[config.mk]
export PLATFORM = sky130hd
export DESIGN_NAME = truth_table_sweep
export DESIGN_NICKNAME = d
export VERILOG_FILES = /design/src/rtl/truth_table_sweep.sv
export SDC_FILE = /design/constraint.sdc
export NUM_CORES = 1
export LEC_CHECK = 0
export ABC_AREA = 1
export BUFFER_PORTS_ARGS = -buffer_cell sky130_fd_sc_hd__buf_2
export CAP_MARGIN = 20
export CORE_ASPECT_RATIO = 1.5
export CORE_MARGIN = 1.5
export CORE_UTILIZATION = 35
export CTS_CLUSTER_SIZE = 8
export DETAILED_ROUTE_END_ITERATION = 8
export SKIP_LAST_GASP = 1
export SLEW_MARGIN = 20
export SYNTH_ARGS = -nofsm -noshare
export SYNTH_HDL_FRONTEND = slang
export SYNTH_SLANG_ARGS = --single-unit
[constraint.sdc]
create_clock -name clk -period 1.71 [get_ports clk]
set_input_delay 0.342 -clock clk [delete_from_list [all_inputs] [get_ports clk]]
set_output_delay 0.342 -clock clk [all_outputs]
set_load 0.005 [all_outputs]
[src/rtl/truth_table_sweep.sv]
`default_nettype none
// ============================================================================
// Module      : truth_table_sweep
// Description : Drives a 3-input combinational gate through all 8 input rows,
//               samples its output after a SETTLE-cycle window per row, and
//               compares the measured truth table with an expected code.
//               Row 000 lands in table bit 7, row 111 in bit 0.
//               Optional macro TRUTH_TABLE_SWEEP_MISMATCH_EN adds the
//               mismatch_mask and first_bad diagnostic outputs.
// Revision    : 1.0 - initial release
// ============================================================================
module truth_table_sweep #(
  parameter int unsigned SETTLE = 4
) (
  input  logic       clk,
  input  logic       rst,
  input  logic       start,
  input  logic       abort,
  input  logic [7:0] expected,
  input  logic       dut_out,
  output logic       in1,
  output logic       in2,
  output logic       in3,
  output logic       busy,
  output logic       done,
  output logic       pass,
  output logic [7:0] table_out
`ifdef TRUTH_TABLE_SWEEP_MISMATCH_EN
  ,
  output logic [7:0] mismatch_mask,
  output logic [2:0] first_bad
`endif
);

  // Counter value marking the last cycle of a row's settle window.
  localparam logic [7:0] c_last_cnt = 8'(SETTLE - 1);

  typedef enum logic [1:0] {
    S_IDLE   = 2'd0,
    S_SETTLE = 2'd1,
    S_FINISH = 2'd2
  } state_t;

  state_t     r_state;
  state_t     w_next;
  logic [2:0] r_row;
  logic [7:0] r_cnt;
  logic [7:0] r_cap;
  logic [7:0] r_table;
  logic [2:0] r_in;
  logic       r_busy;
  logic       r_done;
  logic       r_pass;
  logic       w_last;
  logic [7:0] w_cap_next;
  logic [7:0] w_cmp_src;
  logic [7:0] w_mask;
  logic       w_match;

  assign in1       = r_in[2];
  assign in2       = r_in[1];
  assign in3       = r_in[0];
  assign busy      = r_busy;
  assign done      = r_done;
  assign pass      = r_pass;
  assign table_out = r_table;

  assign w_last = (r_cnt == c_last_cnt);

  // Capture register with the current row's sample merged in.
  always_comb begin
    w_cap_next = r_cap;
    w_cap_next[3'd7 - r_row] = dut_out;
  end

  // The comparison source is the freshly completed table when entering FINISH
  // and the published table while in FINISH, where expected is re-sampled.
  always_comb begin
    w_cmp_src = (r_state == S_FINISH) ? r_table : w_cap_next;
    w_mask    = w_cmp_src ^ expected;
    w_match   = (w_mask == 8'h00);
  end

  // State register.
  always_ff @(posedge clk or posedge rst) begin
    if (rst) r_state <= S_IDLE;
    else     r_state <= w_next;
  end

  // Next-state decode; start beats abort in IDLE since abort is ignored there.
  always_comb begin
    w_next = r_state;
    case (r_state)
      S_IDLE:   if (start) w_next = S_SETTLE;
      S_SETTLE: begin
        if (abort)                          w_next = S_IDLE;
        else if (w_last && r_row == 3'd7)   w_next = S_FINISH;
      end
      S_FINISH: w_next = S_IDLE;
      default:  w_next = S_IDLE;
    endcase
  end

  // Row sequencing, settle timing, capture and result publication.
  always_ff @(posedge clk or posedge rst) begin
    if (rst) begin
      r_row   <= 3'd0;
      r_cnt   <= 8'd0;
      r_cap   <= 8'h00;
      r_table <= 8'h00;
      r_in    <= 3'd0;
      r_busy  <= 1'b0;
      r_done  <= 1'b0;
      r_pass  <= 1'b0;
    end else begin
      case (r_state)
        S_IDLE: begin
          r_done <= 1'b0;
          if (start) begin
            r_row  <= 3'd0;
            r_cnt  <= 8'd0;
            r_cap  <= 8'h00;
            r_in   <= 3'd0;
            r_busy <= 1'b1;
          end
        end
        S_SETTLE: begin
          if (abort) begin
            r_row  <= 3'd0;
            r_cnt  <= 8'd0;
            r_in   <= 3'd0;
            r_busy <= 1'b0;
          end else if (w_last) begin
            r_cnt <= 8'd0;
            r_cap <= w_cap_next;
            if (r_row == 3'd7) begin
              // Publish on entry so results are valid alongside done.
              r_busy  <= 1'b0;
              r_done  <= 1'b1;
              r_in    <= 3'd0;
              r_table <= w_cap_next;
              r_pass  <= w_match;
            end else begin
              r_row <= r_row + 3'd1;
              r_in  <= r_row + 3'd1;
            end
          end else begin
            r_cnt <= r_cnt + 8'd1;
          end
        end
        S_FINISH: begin
          r_done <= 1'b0;
          r_pass <= w_match;
          r_row  <= 3'd0;
        end
        default: begin
          r_done <= 1'b0;
          r_busy <= 1'b0;
        end
      endcase
    end
  end

`ifdef TRUTH_TABLE_SWEEP_MISMATCH_EN
  logic [7:0] r_mask;
  logic [2:0] r_first;
  logic [2:0] w_first;

  assign mismatch_mask = r_mask;
  assign first_bad     = r_first;

  // Lowest mismatching row is the highest set mask bit; scan upward so it wins.
  always_comb begin
    w_first = 3'd0;
    for (int b = 0; b < 8; b++) begin
      if (w_mask[b]) w_first = 3'(7 - b);
    end
  end

  // Diagnostic registers follow the same publish/hold timing as pass.
  always_ff @(posedge clk or posedge rst) begin
    if (rst) begin
      r_mask  <= 8'h00;
      r_first <= 3'd0;
    end else if ((r_state == S_SETTLE && !abort && w_last && r_row == 3'd7) ||
                 (r_state == S_FINISH)) begin
      r_mask  <= w_mask;
      r_first <= w_first;
    end
  end
`endif

endmodule
`default_nettype wire

==> key figures <==
Synth
  • Leading cell type by number of instances after synthesis: nand2_1
  • Synth top area cells: dfrtp_1, nand2_1, nand3_1
  • Flip-flop cell with the highest count after synthesis: dfrtp_1
  • Number of distinct library cells after synthesis: 28
  • Most area-hungry cell type in the Yosys netlist: dfrtp_1
  • Syn Inst Count: between 200 and 300
  • Warning count from the yosys run: 0
  • Fraction of post-synthesis cell area in the top cell type by area: 42.5%
  • EDFF count, synth: 0
  • Netlist Area Pre-Place: 2060 um^2
  • Fraction of registers with async set/reset: 100%
  • Proportion of synthesized chip area in sequential cells: between 40% and 50%
  • Ranking of synthesized cells by instance count: nand2_1, nand3_1, dfrtp_1
  • Synthesized netlist net count: between 200 and 300
  • Count of state elements after synthesis: 35
  • Syn_area_per_cell: approximately 7.3 um^2

Floorplan
  • Number of cell rows: 34
  • Floorplan die height: ~97 um
  • Area of the die: around 6400 um^2
  • Effective utilization at floorplan: ~36%
  • Floorplan core area: approximately 5700 um^2
  • Die outline width: 65.7 um
  • Total I/O pin count: 27

Setup path
  • Crit Path Class: register to register
  • Worst r2r dst: pass
  • Crit path cell chain: buf_4 > inv_1 > nand3_1 > nand2_1 > nand3_1 > nand3_1 > nand2_1 > nor2_1 > nand3_1 > o21bai_2
  • Most Frequent Cell on Critical Path: nand3_1
  • Data arrival time of the critical path: 1.80 ns
  • CP startpoint kind: register
  • Endpoint type of the worst setup path: register
  • Critical Path Slowest Stage Cell: dfrtp_1
  • R2R depth: 10
  • Data required time of the worst path: around 1.9 ns
  • Reg2reg start: r_row[1]
  • Setup slack on the worst flop-to-flop path: 0.13 ns
  • Maximum net fanout on the critical path: 9
  • Stage delay of the slowest cell on the critical path: 0.39 ns

Timing
  • Minimum clock period after layout: around 1.6 ns
  • Top achievable clock speed: ~0.63 GHz
  • Number of hold violations in the final report: 0
  • Hold slack: ~0.15 ns
  • Max-slew violation count: 0
  • Post-route clock period utilization: around 90%
  • Clk_skew: 0.00737 ns
  • Worst-case headroom to the max-slew limit: between 60% and 70%
  • Number of setup violations in the final report: 0
  • Transition time at the pin with the least slew margin: approximately 0.46 ns

Finish
  • Number of antenna cells inserted: 0
  • Footprint of the flip-flops and latches: just under 900 um^2
  • Fraction of layout cells with a size suffix above 1: between 10% and 20%
  • Number of fill cells: between 600 and 700
  • Area used by multi-input combinational logic: about 1000 um^2
  • Signed area change from the synthesized netlist to the final layout: 18.2%
  • Total number of nets in the final design: about 330
  • Post-Layout Cell Count: roughly 400

Pwr
  • Ratio of total power to cell area: 1000 nW/um^2
  • Peak VDD IR: between 0.0005 and 0.0006 V
  • LEAKAGE: 0.00120 uW

Global route
  • Antenna violations before repair: 0
  • Total overflow reported by the global router: 0
  • Maximum number of pins on one net before global-route repair: 36
  • Global routing usage summed across all routing layers: between 10% and 20%
  • First-pass GRT wire length: roughly 8300 um
  • Via count of the first global-routing pass: 1892

CTS
  • CTS root buf: clkbuf_8
  • CTS tree: done
  • Clock Tree Buf Depth: 2
  • Number of buffers created by CTS: 5
  • Reg clk slew, reported paths: roughly 0.07 ns
  • Number of buffers inserted for hold repair after clock tree synthesis: 0
  • CTS H-tree lvls: 2
  • Worst skew pair latency: 0.29 ns
  • CTS sink count: 35

Route
  • Router iterations before antenna repair: 4
  • DR vias: about 1900
  • First-iteration detailed-routing DRC count: 81
  • Wire per inst: approximately 13 um
  • DRC violations left: 0
  • Per-cell via count in the routed design: 4.91
  • Wire length after detailed routing: 4910 um
  • Antenna-violating nets left: 0

Placed design
  • Number of buffers added on ports: 26
  • GPL Wtd Cong: about 0.8
  • Placed instance count: 380
  • Dpl hpwl: 3690 um

Outcome
  • Result of the run: finished, final reports clean

Job
  • Number of maximum-capacitance violations: 0

Min path
  • Class of the tightest hold or removal check: input pin to asynchronous set/reset pin
## routing by layer
| layer | share of wire (%) | GRT usage (%) | wire length [um] | vias up |
|---|---|---|---|---|
| met5 | 0 | 0 | 0 | - |
| met4 | 1.9 | 7.37 | 92 | 0 |
| met3 | 3.4 | 3.60 | 167 | 7 |
| met2 | 51 | 29.0 | 2520 | 39 |
| met1 | 43 | 19.5 | 2120 | 869 |
| li1 | - | - | - | 999 |
## timing repair
item                                    4_1_cts  5_1_grt
hold endpoints to repair                      0        0
setup buffers                                 0        3
resized for setup                             0        6
endpoints found under the setup margin        0       10
## cells in the final DEF, fill, tap and decap left out
cell type,synthesis,routed
nand2_1,76,76
nor2_2,3,2
ha_1,3,2
xor2_1,2,2
nand2_2,1,1
o21ai_0,14,14
o21ai_2,1,1
clkinv_2,0,1
ha_2,0,1
buf_2,5,26
nor3_1,3,3
and2_1,2,2
o21bai_2,1,1
or2_1,3,3
nand3_1,42,42
o31ai_1,1,1
xnor2_1,2,2
nand4_1,9,9
nor2_1,12,11
or2_0,4,4
buf_4,0,12
a21oi_1,1,1
nand3b_1,1,1
inv_1,31,30
clkinvlp_4,0,1
nor2_4,2,4
inv_2,4,4
dfrtp_1,35,34
o22ai_1,9,9
clkbuf_8,0,6
dfrtp_2,0,1
o21ai_1,11,11
## layout make-up
type,instances,area share (%)
well taps,72,3.70
clock buffers,6,3.39
clock inverters,1,0.206
flip-flops and latches,35,36.0
inverters,35,5.55
repair buffers,38,9.04
multi-input cells,203,42.1
## worst max-delay path by stage
| stage | cells past startpoint | startpoint | slack [ns] | end |
|---|---|---|---|---|
| 2_1_floorplan | 8 | r_cnt[0] | 0.21 | busy |
| 3_3_place_gp | 8 | r_cnt[0] | 0.08 | busy |
| 3_5_place_dp | 8 | r_cnt[0] | 0.06 | busy |
| 4_1_cts | 8 | r_cnt[0] | 0.04 | busy |
| 5_1_grt | 10 | r_row[1] | -0.002 | pass |
| 6_report | 10 | r_row[1] | 0.13 | pass |
## power breakdown
| part | internal (uW) | leakage (uW) | switching, uW | total (uW) |
|---|---|---|---|---|
| clock | 316 | 0.0000470 | 291 | 607 |
| combinational | 296 | 0.000676 | 536 | 832 |
| sequential | 913 | 0.000479 | 84.2 | 998 |
| total | 1530 | 0.00120 | 911 | 2440 |
## worst max-delay path, delay by kind of cell, from the launching register on
family          cells  cell delay [ns]
simple gates        7             0.71
flops               1             0.39
buf+inv             2             0.31
compound gates      1             0.11
## registers in the layout (all words and copies together) (netlist names)
name / flops
r_cap: 8
pass: 1
r_cnt: 8
r_state: 2
r_row: 3
table_out: 8
done: 1
busy: 1
r_in: 3
## logic make-up (layout without fill, tap and decap cells)
logic type                 count (synthesis)  after routing  synth area share (%)
and+or+nand+nor                          158            158                  35.1
buffers and inverters                     43             80                  8.50
AOI/OAI and AO/OA                         38             38                  10.4
DFF                                       35             35                  42.5
xor gates and xnor gates                   4              4                  1.70
adders and majority gates                  3              3                  1.82
## per-stage QoR
step           utilization (%)  setup WS [ns]  TNS (ns)  total power, uW  instance area [um^2]
2_1_floorplan                -          0.213         0             1540                  2060
3_3_place_gp              40.1         0.0754         0             1770                  2300
3_5_place_dp              40.1         0.0590         0             1790                  2300
4_1_cts                   41.7         0.0443         0             2410                  2390
5_1_grt                   42.4       -0.00227  -0.00227             2640                  2430
6_report                  42.4          0.130         0             2440                  2430
Power figures use the tool's default switching activity.
